**config.mk**
```make
export PLATFORM = sky130hd
export DESIGN_NAME = nes_frame_scanout
export DESIGN_NICKNAME = d
export VERILOG_FILES = /design/src/rtl/nes_video_pkg.sv /design/src/rtl/nes_video_timing.sv /design/src/rtl/nes_frame_scanout.sv
export SDC_FILE = /design/constraint.sdc
export NUM_CORES = 1
export LEC_CHECK = 0
export ABC_AREA = 1
export CAP_MARGIN = 5
export CORE_UTILIZATION = 55
export CTS_BUF_LIST = sky130_fd_sc_hd__clkbuf_8
export CTS_CLUSTER_DIAMETER = 50
export DETAILED_ROUTE_END_ITERATION = 6
export PLACE_DENSITY = 0.8
export SLEW_MARGIN = 10
export SYNTH_ARGS = -nofsm -noshare
export SYNTH_HDL_FRONTEND = slang
export SYNTH_HIERARCHICAL = 1
export SYNTH_SLANG_ARGS = --single-unit
```
**constraint.sdc**
```tcl
create_clock -name clk -period 3 [get_ports clk]
set_input_delay 0.6 -clock clk [delete_from_list [all_inputs] [get_ports clk]]
set_output_delay 0.6 -clock clk [all_outputs]
set_load 0.005 [all_outputs]
```
**src/rtl/nes_video_pkg.sv**
```systemverilog
// Shared NES video timing constants, scan-out FSM encodings and small helpers.
package nes_video_pkg;

  localparam int COORD_W   = 9;
  localparam int H_TOTAL   = 341;
  localparam int V_TOTAL   = 262;
  localparam int H_VISIBLE = 256;
  localparam int V_VISIBLE = 240;

  localparam logic [COORD_W-1:0] H_LAST    = COORD_W'(H_TOTAL - 1);
  localparam logic [COORD_W-1:0] V_LAST    = COORD_W'(V_TOTAL - 1);
  localparam logic [COORD_W-1:0] H_VIS_LIM = COORD_W'(H_VISIBLE);
  localparam logic [COORD_W-1:0] V_VIS_LIM = COORD_W'(V_VISIBLE);

  localparam logic [5:0] BORDER_COLOR = 6'h0F;

  // Scan-out FSM encodings
  localparam logic [1:0] IDLE  = 2'd0;
  localparam logic [1:0] SCAN  = 2'd1;
  localparam logic [1:0] FLUSH = 2'd2;

  // Frame-buffer word address: one 256-entry row per scanline
  function automatic logic [15:0] fb_index(input logic [7:0] line, input logic [7:0] col);
    return {line, col};
  endfunction

  // True when a coordinate falls inside the 256x240 picture
  function automatic logic in_visible(input logic [COORD_W-1:0] h, input logic [COORD_W-1:0] v);
    return (h < H_VIS_LIM) && (v < V_VIS_LIM);
  endfunction

endpackage

```
**src/rtl/nes_video_timing.sv**
```systemverilog
// Horizontal/vertical raster counters with clear, advance and end-of-frame flag.
module nes_video_timing
  import nes_video_pkg::*;
#(
  parameter logic [COORD_W-1:0] H_END = H_LAST,
  parameter logic [COORD_W-1:0] V_END = V_LAST
) (
  input  logic               clk,
  input  logic               reset,
  input  logic               clear,
  input  logic               advance,
  output logic [COORD_W-1:0] h,
  output logic [COORD_W-1:0] v,
  output logic               last_tick
);

  // Raster position: h wraps into the next scanline, v wraps at end of frame
  always_ff @(posedge clk) begin
    if (reset) begin
      h <= '0;
      v <= '0;
    end else if (clear) begin
      h <= '0;
      v <= '0;
    end else if (advance) begin
      if (h == H_END) begin
        h <= '0;
        if (v == V_END) begin
          v <= '0;
        end else begin
          v <= v + 9'd1;
        end
      end else begin
        h <= h + 9'd1;
      end
    end
  end

  // Final position of the frame; the next advance leaves the raster
  always_comb begin
    last_tick = (h == H_END) && (v == V_END);
  end

endmodule

```
**src/rtl/nes_frame_scanout.sv**
```systemverilog
// Replays a stored 256x240 frame of palette indices as a PPU-style pixel stream.
// Stage A issues the frame-buffer read for the current raster position; stage B,
// one ce tick later, presents that position with its pixel colour.
module nes_frame_scanout
  import nes_video_pkg::*;
(
  input  logic               clk,
  input  logic               reset,
  input  logic               ce,
  input  logic               start,
  output logic               busy,
  output logic               frame_done,
  output logic [15:0]        fb_addr,
  output logic               fb_rd,
  input  logic [5:0]         fb_rdata,
  output logic [5:0]         color,
  output logic [COORD_W-1:0] cycle,
  output logic [COORD_W-1:0] scanline,
  output logic               pix_valid
);

  logic [1:0]         state;
  logic [COORD_W-1:0] h;
  logic [COORD_W-1:0] v;
  logic               last_tick;
  logic               clear;
  logic               advance;
  logic               vis;

  // Stage A -> stage B pipeline registers
  logic               pend;
  logic [COORD_W-1:0] pend_h;
  logic [COORD_W-1:0] pend_v;
  logic               pend_vis;
  logic [5:0]         data_q;
  logic [5:0]         pixel_color;

  nes_video_timing #(
    .H_END (H_LAST),
    .V_END (V_LAST)
  ) u_timing (
    .clk       (clk),
    .reset     (reset),
    .clear     (clear),
    .advance   (advance),
    .h         (h),
    .v         (v),
    .last_tick (last_tick)
  );

  // Counter control and visibility of the position being issued
  always_comb begin
    clear   = (state == IDLE) && ce && start;
    advance = (state == SCAN) && ce;
    vis     = in_visible(h, v);
  end

  // Pending pixel colour; when ce is high every clk the read is still in
  // flight on the output clk, so the RAM data is taken straight from fb_rdata
  always_comb begin
    pixel_color = BORDER_COLOR;
    if (pend_vis) begin
      if (fb_rd) begin
        pixel_color = fb_rdata;
      end else begin
        pixel_color = data_q;
      end
    end else begin
      pixel_color = BORDER_COLOR;
    end
  end

  // Read data capture, independent of ce so sparse ce cannot lose it
  always_ff @(posedge clk) begin
    if (reset) begin
      data_q <= 6'h00;
    end else if (fb_rd) begin
      data_q <= fb_rdata;
    end
  end

  // FSM, read-request stage and output register stage
  always_ff @(posedge clk) begin
    if (reset) begin
      state      <= IDLE;
      busy       <= 1'b0;
      frame_done <= 1'b0;
      fb_rd      <= 1'b0;
      fb_addr    <= 16'h0000;
      color      <= BORDER_COLOR;
      cycle      <= 9'd0;
      scanline   <= 9'd0;
      pix_valid  <= 1'b0;
      pend       <= 1'b0;
      pend_h     <= 9'd0;
      pend_v     <= 9'd0;
      pend_vis   <= 1'b0;
    end else begin
      fb_rd      <= 1'b0;
      frame_done <= 1'b0;
      if (ce) begin
        case (state)
          IDLE: begin
            pix_valid <= 1'b0;
            color     <= BORDER_COLOR;
            if (start) begin
              state <= SCAN;
              busy  <= 1'b1;
              pend  <= 1'b0;
            end
          end
          SCAN: begin
            if (pend) begin
              cycle     <= pend_h;
              scanline  <= pend_v;
              pix_valid <= pend_vis;
              color     <= pixel_color;
            end
            if (vis) begin
              fb_addr <= fb_index(v[7:0], h[7:0]);
              fb_rd   <= 1'b1;
            end
            pend_h   <= h;
            pend_v   <= v;
            pend_vis <= vis;
            pend     <= 1'b1;
            if (last_tick) begin
              state <= FLUSH;
            end
          end
          FLUSH: begin
            cycle      <= pend_h;
            scanline   <= pend_v;
            pix_valid  <= pend_vis;
            color      <= pixel_color;
            frame_done <= 1'b1;
            busy       <= 1'b0;
            pend       <= 1'b0;
            state      <= IDLE;
          end
          default: begin
            state <= IDLE;
            busy  <= 1'b0;
            pend  <= 1'b0;
          end
        endcase
      end
    end
  end

endmodule
```
=== Word level (Yosys, flattened, before mapping) ===
Index checks and enable logic that the tools add are counted.

* Bitwise operators: 2
* Reduce and logical (&&, ||, !) cells: 19
* Equal/unequal tests: 7
* $add $sub $neg: 2
* Multiplexer cells: 21
* Magnitude comparators: 2

{| class="wikitable"
|+ Operator list
! cell !! count
|-
| $mux 9 || 4
|-
| $pmux 9 s2 || 2
|-
| $add 9x1->9 const B || 2
|-
| $eq 9x9->1 const B || 2
|-
| $mux 6 || 3
|-
| $pmux 6 s3 || 1
|-
| $reduce_and 3->1 || 5
|-
| $lt 9x8->1 const B || 1
|-
| $lt 9x9->1 const B || 1
|-
| $ne 2x2->1 const B || 3
|-
| $reduce_and 2->1 || 3
|-
| $logic_and 1x1->1 || 5
|-
| $mux 1 || 5
|-
| $mux 2 || 2
|-
| $pmux 1 s2 || 2
|-
| $pmux 2 s2 || 1
|-
| $reduce_or 2->1 || 2
|-
| $pmux 1 s3 || 1
|-
| $reduce_bool 3->1 || 1
|-
| $reduce_or 3->1 || 1
|-
| $eq 2x1->1 const B || 1
|-
| $eq 2x2->1 const B || 1
|-
| $logic_not 2->1 || 1
|-
| $not 1->1 || 2
|-
| $reduce_bool 2->1 || 1
|}

* Register bits: 90
* Input port bits: 10
* Word-level logic and storage cells: 69

=== Depth between registers and ports, before layout ===
* Word-level depth: 4
* Mapped depth: 13

=== By module ===
Netlist, hierarchy kept.

{| class="wikitable"
|+ By module, submodules not included
! module !! cells an instance !! sequential area each (um^2) !! area an instance (um^2) !! times used
|-
| nes_frame_scanout || 366 || 1441.4 || 2826.5 || 1
|-
| nes_video_timing || 167 || 360.3 || 1089.8 || 1
|}

=== Worst setup path before layout ===
OpenSTA, ideal clock, no wires.

* Path kind: input port to flip-flop
* Start point: input port ce
* End point: register u_timing.h[8]
* Arrival: 1.818 ns
* Path slack: 1.067 ns
* Stages: 11
* Path buffers: 4
* Required time: 2.886 ns
* Path through: buf_6 nand2_4 inv_2 buf_6 buf_2 buf_4 nand3_1 nor2_1 nand2_1 xor2_1 nor2_1

{| class="wikitable"
|+ RTL lines
! element !! line !! text
|-
| start, declared || nes_frame_scanout.sv:9 || <nowiki>input logic ce,</nowiki>
|-
| $logic_and 1x1->1 || nes_frame_scanout.sv:54 || <nowiki>advance = (state == SCAN) && ce;</nowiki>
|-
| named net advance || nes_frame_scanout.sv:27 || <nowiki>logic advance;</nowiki>
|-
| end signal, assigned || nes_video_timing.sv:34 || <nowiki>h <= h + 9'd1;</nowiki>
|-
| end, declared || nes_video_timing.sv:12 || <nowiki>output logic [COORD_W-1:0] h,</nowiki>
|}

The timed path passes the listed nets, and every way through them passes these cells.
A chain may end at the register's enable or synchronous reset.

=== Final worst setup path ===
* Start point: register state[1]
* End point: register cycle[7]

* Cells in the longest elaborated chain, start to end: 3

{| class="wikitable"
|+ Ends and longest elaborated chain
! element !! line !! text
|-
| start, declared || nes_frame_scanout.sv:22 || <nowiki>logic [1:0] state;</nowiki>
|-
| start signal, assigned || nes_frame_scanout.sv:85 || <nowiki>state <= IDLE;</nowiki>
|-
| start signal, assigned || nes_frame_scanout.sv:107 || <nowiki>state <= SCAN;</nowiki>
|-
| start signal, assigned || nes_frame_scanout.sv:128 || <nowiki>state <= FLUSH;</nowiki>
|-
| $eq 2x1->1 or $eq 2x2->1 (tied branches) || nes_frame_scanout.sv:102 || <nowiki>case (state)</nowiki>
|-
| $ne 2x2->1 (no line) or $reduce_bool 2->1 (tied branches) || n/a ||
|-
| $reduce_and 3->1 (no line) || n/a ||
|-
| end signal, assigned || nes_frame_scanout.sv:114 || <nowiki>cycle <= pend_h;</nowiki>
|-
| end signal, assigned || nes_frame_scanout.sv:132 || <nowiki>cycle <= pend_h;</nowiki>
|-
| end, declared || nes_frame_scanout.sv:17 || <nowiki>output logic [COORD_W-1:0] cycle,</nowiki>
|}

Parallel ways exist; a longest one is shown, timed or not.

==> summary.md <==
| Metric | Value |
|---|---|
| I/O pins | `54` |
| CP dominant cell by count | `nand2_1` |
| DRT antenna net count | `0` |
| Leak Pwr | `1.88 nW` |
| Row cnt | `30` |
| Setup Skew | `approximately 0.011 ns` |
| First-pass GRT wire length | `14,900 µm` |
| Synth Area per Inst | `~7.3 µm²` |
| Status | `completed` |
| FF-to-FF setup slack | `0.84 ns` |
| Routability congestion estimate | `roughly 0.90` |
| FF-to-FF path depth | `6` |
| Crit-path slowest cell | `nand2_1` |
| Postcts setup bufs | `0` |
| Hold Crit Endpoint | `cycle[0]` |
| Area of the die | `7460 µm²` |
| Critical path required time | `3.26 ns` |
| Hold Path Cell Cnt | `2` |
| Core area | `6830 µm²` |
| Setup TNS | `0 ns` |
| Vias | `~3,600` |
| CTS-repair resized insts | `0` |
| DRT Pass-1 Iters | `5` |
| Overflow after GRT | `0` |
| DRC violations left | `0` |
| Syn nets | `552` |
| Total Power | `0.00242 W` |
| Crit start category | `flop` |
| Final hold viol count | `0` |
| Final wirelength | `around 9000 µm` |
| Post-Synthesis Cells | `about 530` |
| Area grow syn2layout | `19.7%` |
| Max Slew Vio Count | `0` |
| GRT Util Overall | `25.4%` |
| CP Class | `flop to flop` |
| PwrDens | `a little over 500 nW/µm²` |
| Peak supply drop | `261 µV` |
| Syn. warnings | `6` |
| Unrepaired setup endpoints after global routing | `no` |
| Initial antenna violation count | `0` |
| Clock buffer count from CTS | `9` |
| Crit end category | `flop` |
| Fin nets | `599` |
| # diodes | `0` |
| Worst rel slew slack | `57.8%` |
| Initial Util | `57.3%` |
| Min-Delay Startpoint | `cycle[0]` |
| Setup-failing EPs final | `0` |
| Hold Buf Count CTS | `0` |
| DP HPWL | `6260 µm` |
| Clock sinks | `90` |
| Worst reg2reg startpoint | `state[1]` |
| Mapped Area | `slightly below 4000 µm²` |
| Share of layout cells above drive strength 1 | `6.32%` |
| Maximum clock rate | `463 MHz` |
| DIE WIDTH | `~86 µm` |
| First DRT Iteration DRCs | `301` |
| Fill cells | `609` |
| Ordered cell list for the critical path | `inv_1 > ha_1 > nand2_1 > nand3_2 > nand2_1 > a21oi_1` |
| H-tree Lvls | `3` |
| Maxcap violations | `0` |
| Final period util | `72.0%` |
| Clk buf depth | `2` |
| Largest net degree at the start of global routing | `36` |
| Critical Path AT | `2.42 ns` |
| Vias per inst | `5.26` |
| Period minus WS final | `between 2 and 2.5 ns` |
| R2r endpoint | `cycle[7]` |
| Worst-path fanout max | `20` |
| Worst Tran Pin Value | `roughly 0.63 ns` |
| Reg area | `1800 µm²` |
| Synth cell types | `31` |
| Multi-input gate area | `~1800 µm²` |
| Worst path max stage delay | `0.51 ns` |
| HP Class | `flop to flop` |
| Vias in the first global route | `3,279` |
| Routed WL per cell | `13.1 µm` |
| Clock slew at reported path FFs | `0.09 ns` |
| Post-synthesis register bit count | `90` |
| CTS tree | `done` |
| Register area share after synthesis | `46.0%` |
| PortBufs | `53` |
| Clock Latency Late Sink | `0.37 ns` |
| CTS Root Cell | `clkbuf_8` |
| Die Ht | `86.4 µm` |
[cell usage in the layout (no fill, tap or decap), types with 26 or more instances in the layout]
cell type | netlist | routed
a21oi_1 | 46 | 46
clkdlybuf4s50_1 | 0 | 53
dfxtp_1 | 90 | 90
inv_1 | 57 | 58
nand2_1 | 128 | 128
nand3_1 | 33 | 33
nand4_1 | 26 | 26
nor2_1 | 70 | 70
o21ai_0 | 26 | 26
[metrics by stage]
stage               instance area [µm²]  std cells  hold slack [ns]  setup slack, ns  util, %
floorplan                          3920        533            0.448             1.07        -
global placement                   4500        665            0.450            0.658     65.8
detailed placement                 4500        665            0.454            0.606     65.8
CTS                                4690        681            0.467            0.872     68.6
global route                       4690        681            0.483            0.685     68.6
finish                             4690        681            0.463            0.841     68.6
[cell usage after synthesis]
cell type	count	share of area, %
nand2_1	128	12
dfxtp_1	90	46
nor2_1	70	6.7
inv_1	57	5.5
a21oi_1	46	5.9
nand3_1	33	4.2
nand4_1	26	4.2
o21ai_0	26	3.3
clkbuf_1	11	1.1
ha_1	9	2.9
buf_2	6	0.77
nor2_4	4	1.2
buf_1	3	0.29
buf_6	3	0.86
a211oi_1	2	0.38
nand2_4	2	0.58
nor3_1	2	0.26
xor2_1	2	0.45
a31oi_1	1	0.16
buf_4	1	0.19
inv_2	1	0.096
inv_4	1	0.16
nand2_2	1	0.16
nand2_8	1	0.51
nand3_2	1	0.26
nand3_4	1	0.45
nand3b_1	1	0.19
nor2_2	1	0.16
nor2_8	1	0.51
nor3_2	1	0.26
xnor2_1	1	0.22
[state kept, by name, indices dropped and copies added (netlist names), 2 cells and up]
name,flops
scanline,9
pend_h,9
u_timing/v,9
state,2
cycle,9
fb_addr,16
color,6
data_q,6
u_timing/h,9
pend_v,9
[logic make-up (layout without fill, tap and decap cells)]
family                   count (synthesis)  in the layout  share of synthesized area (%)
AND/OR/NAND/NOR                        273            273                           31.8
flip-flops                              90             90                           46.0
buffers and inverters                   83            135                           8.88
AO/OA/AOI/OAI                           75             75                           9.74
adder cells (fa/ha/maj)                  9              9                           2.88
XOR/XNOR                                 3              3                          0.671
[area by class of cell]
cell class	instances	area share [%]
timing repair buffer	60	12.4
clock inverter	7	1.49
inverter	59	4.78
clock buffer	9	2.64
sequential	90	38.4
tap	96	2.56
multi-input combinational	360	37.7
[report_power, final]
group	switching (W)	internal, W	leakage (nW)	total (W)
clock network	0.000444	0.000383	0.0931	0.000827
logic	0.000188	0.000127	1.06	0.000315
registers	0.0000324	0.00125	0.730	0.00128
[per-layer routing]
metal	share of wire (%)	vias up	global-route usage (%)
met4	1.6	0	10.9
li1	-	1803	-
met3	5.3	14	4.57
met2	47	116	41.5
met5	0	-	0
met1	46	1647	33.2
[worst max-delay path by stage]
stage	start	end	slack, ns	cells past startpoint
global route	state[1]	cycle[5]	0.68	6
CTS	state[1]	cycle[7]	0.87	6
global placement	ce	u_timing/v[7]	0.66	9
detailed placement	ce	u_timing/h[8]	0.61	8
finish	state[1]	cycle[7]	0.84	6
floorplan	ce	u_timing/h[8]	1.07	11
[critical path, delay by kind of cell, from the launching register on]
kind            cells  cell delay [ns]
flops               1             0.38
buf+inv             1             0.10
simple gates        3             1.20
fa+ha+maj           1             0.27
compound gates      1             0.08
Note: power is estimated with default switching activity, not from simulation.
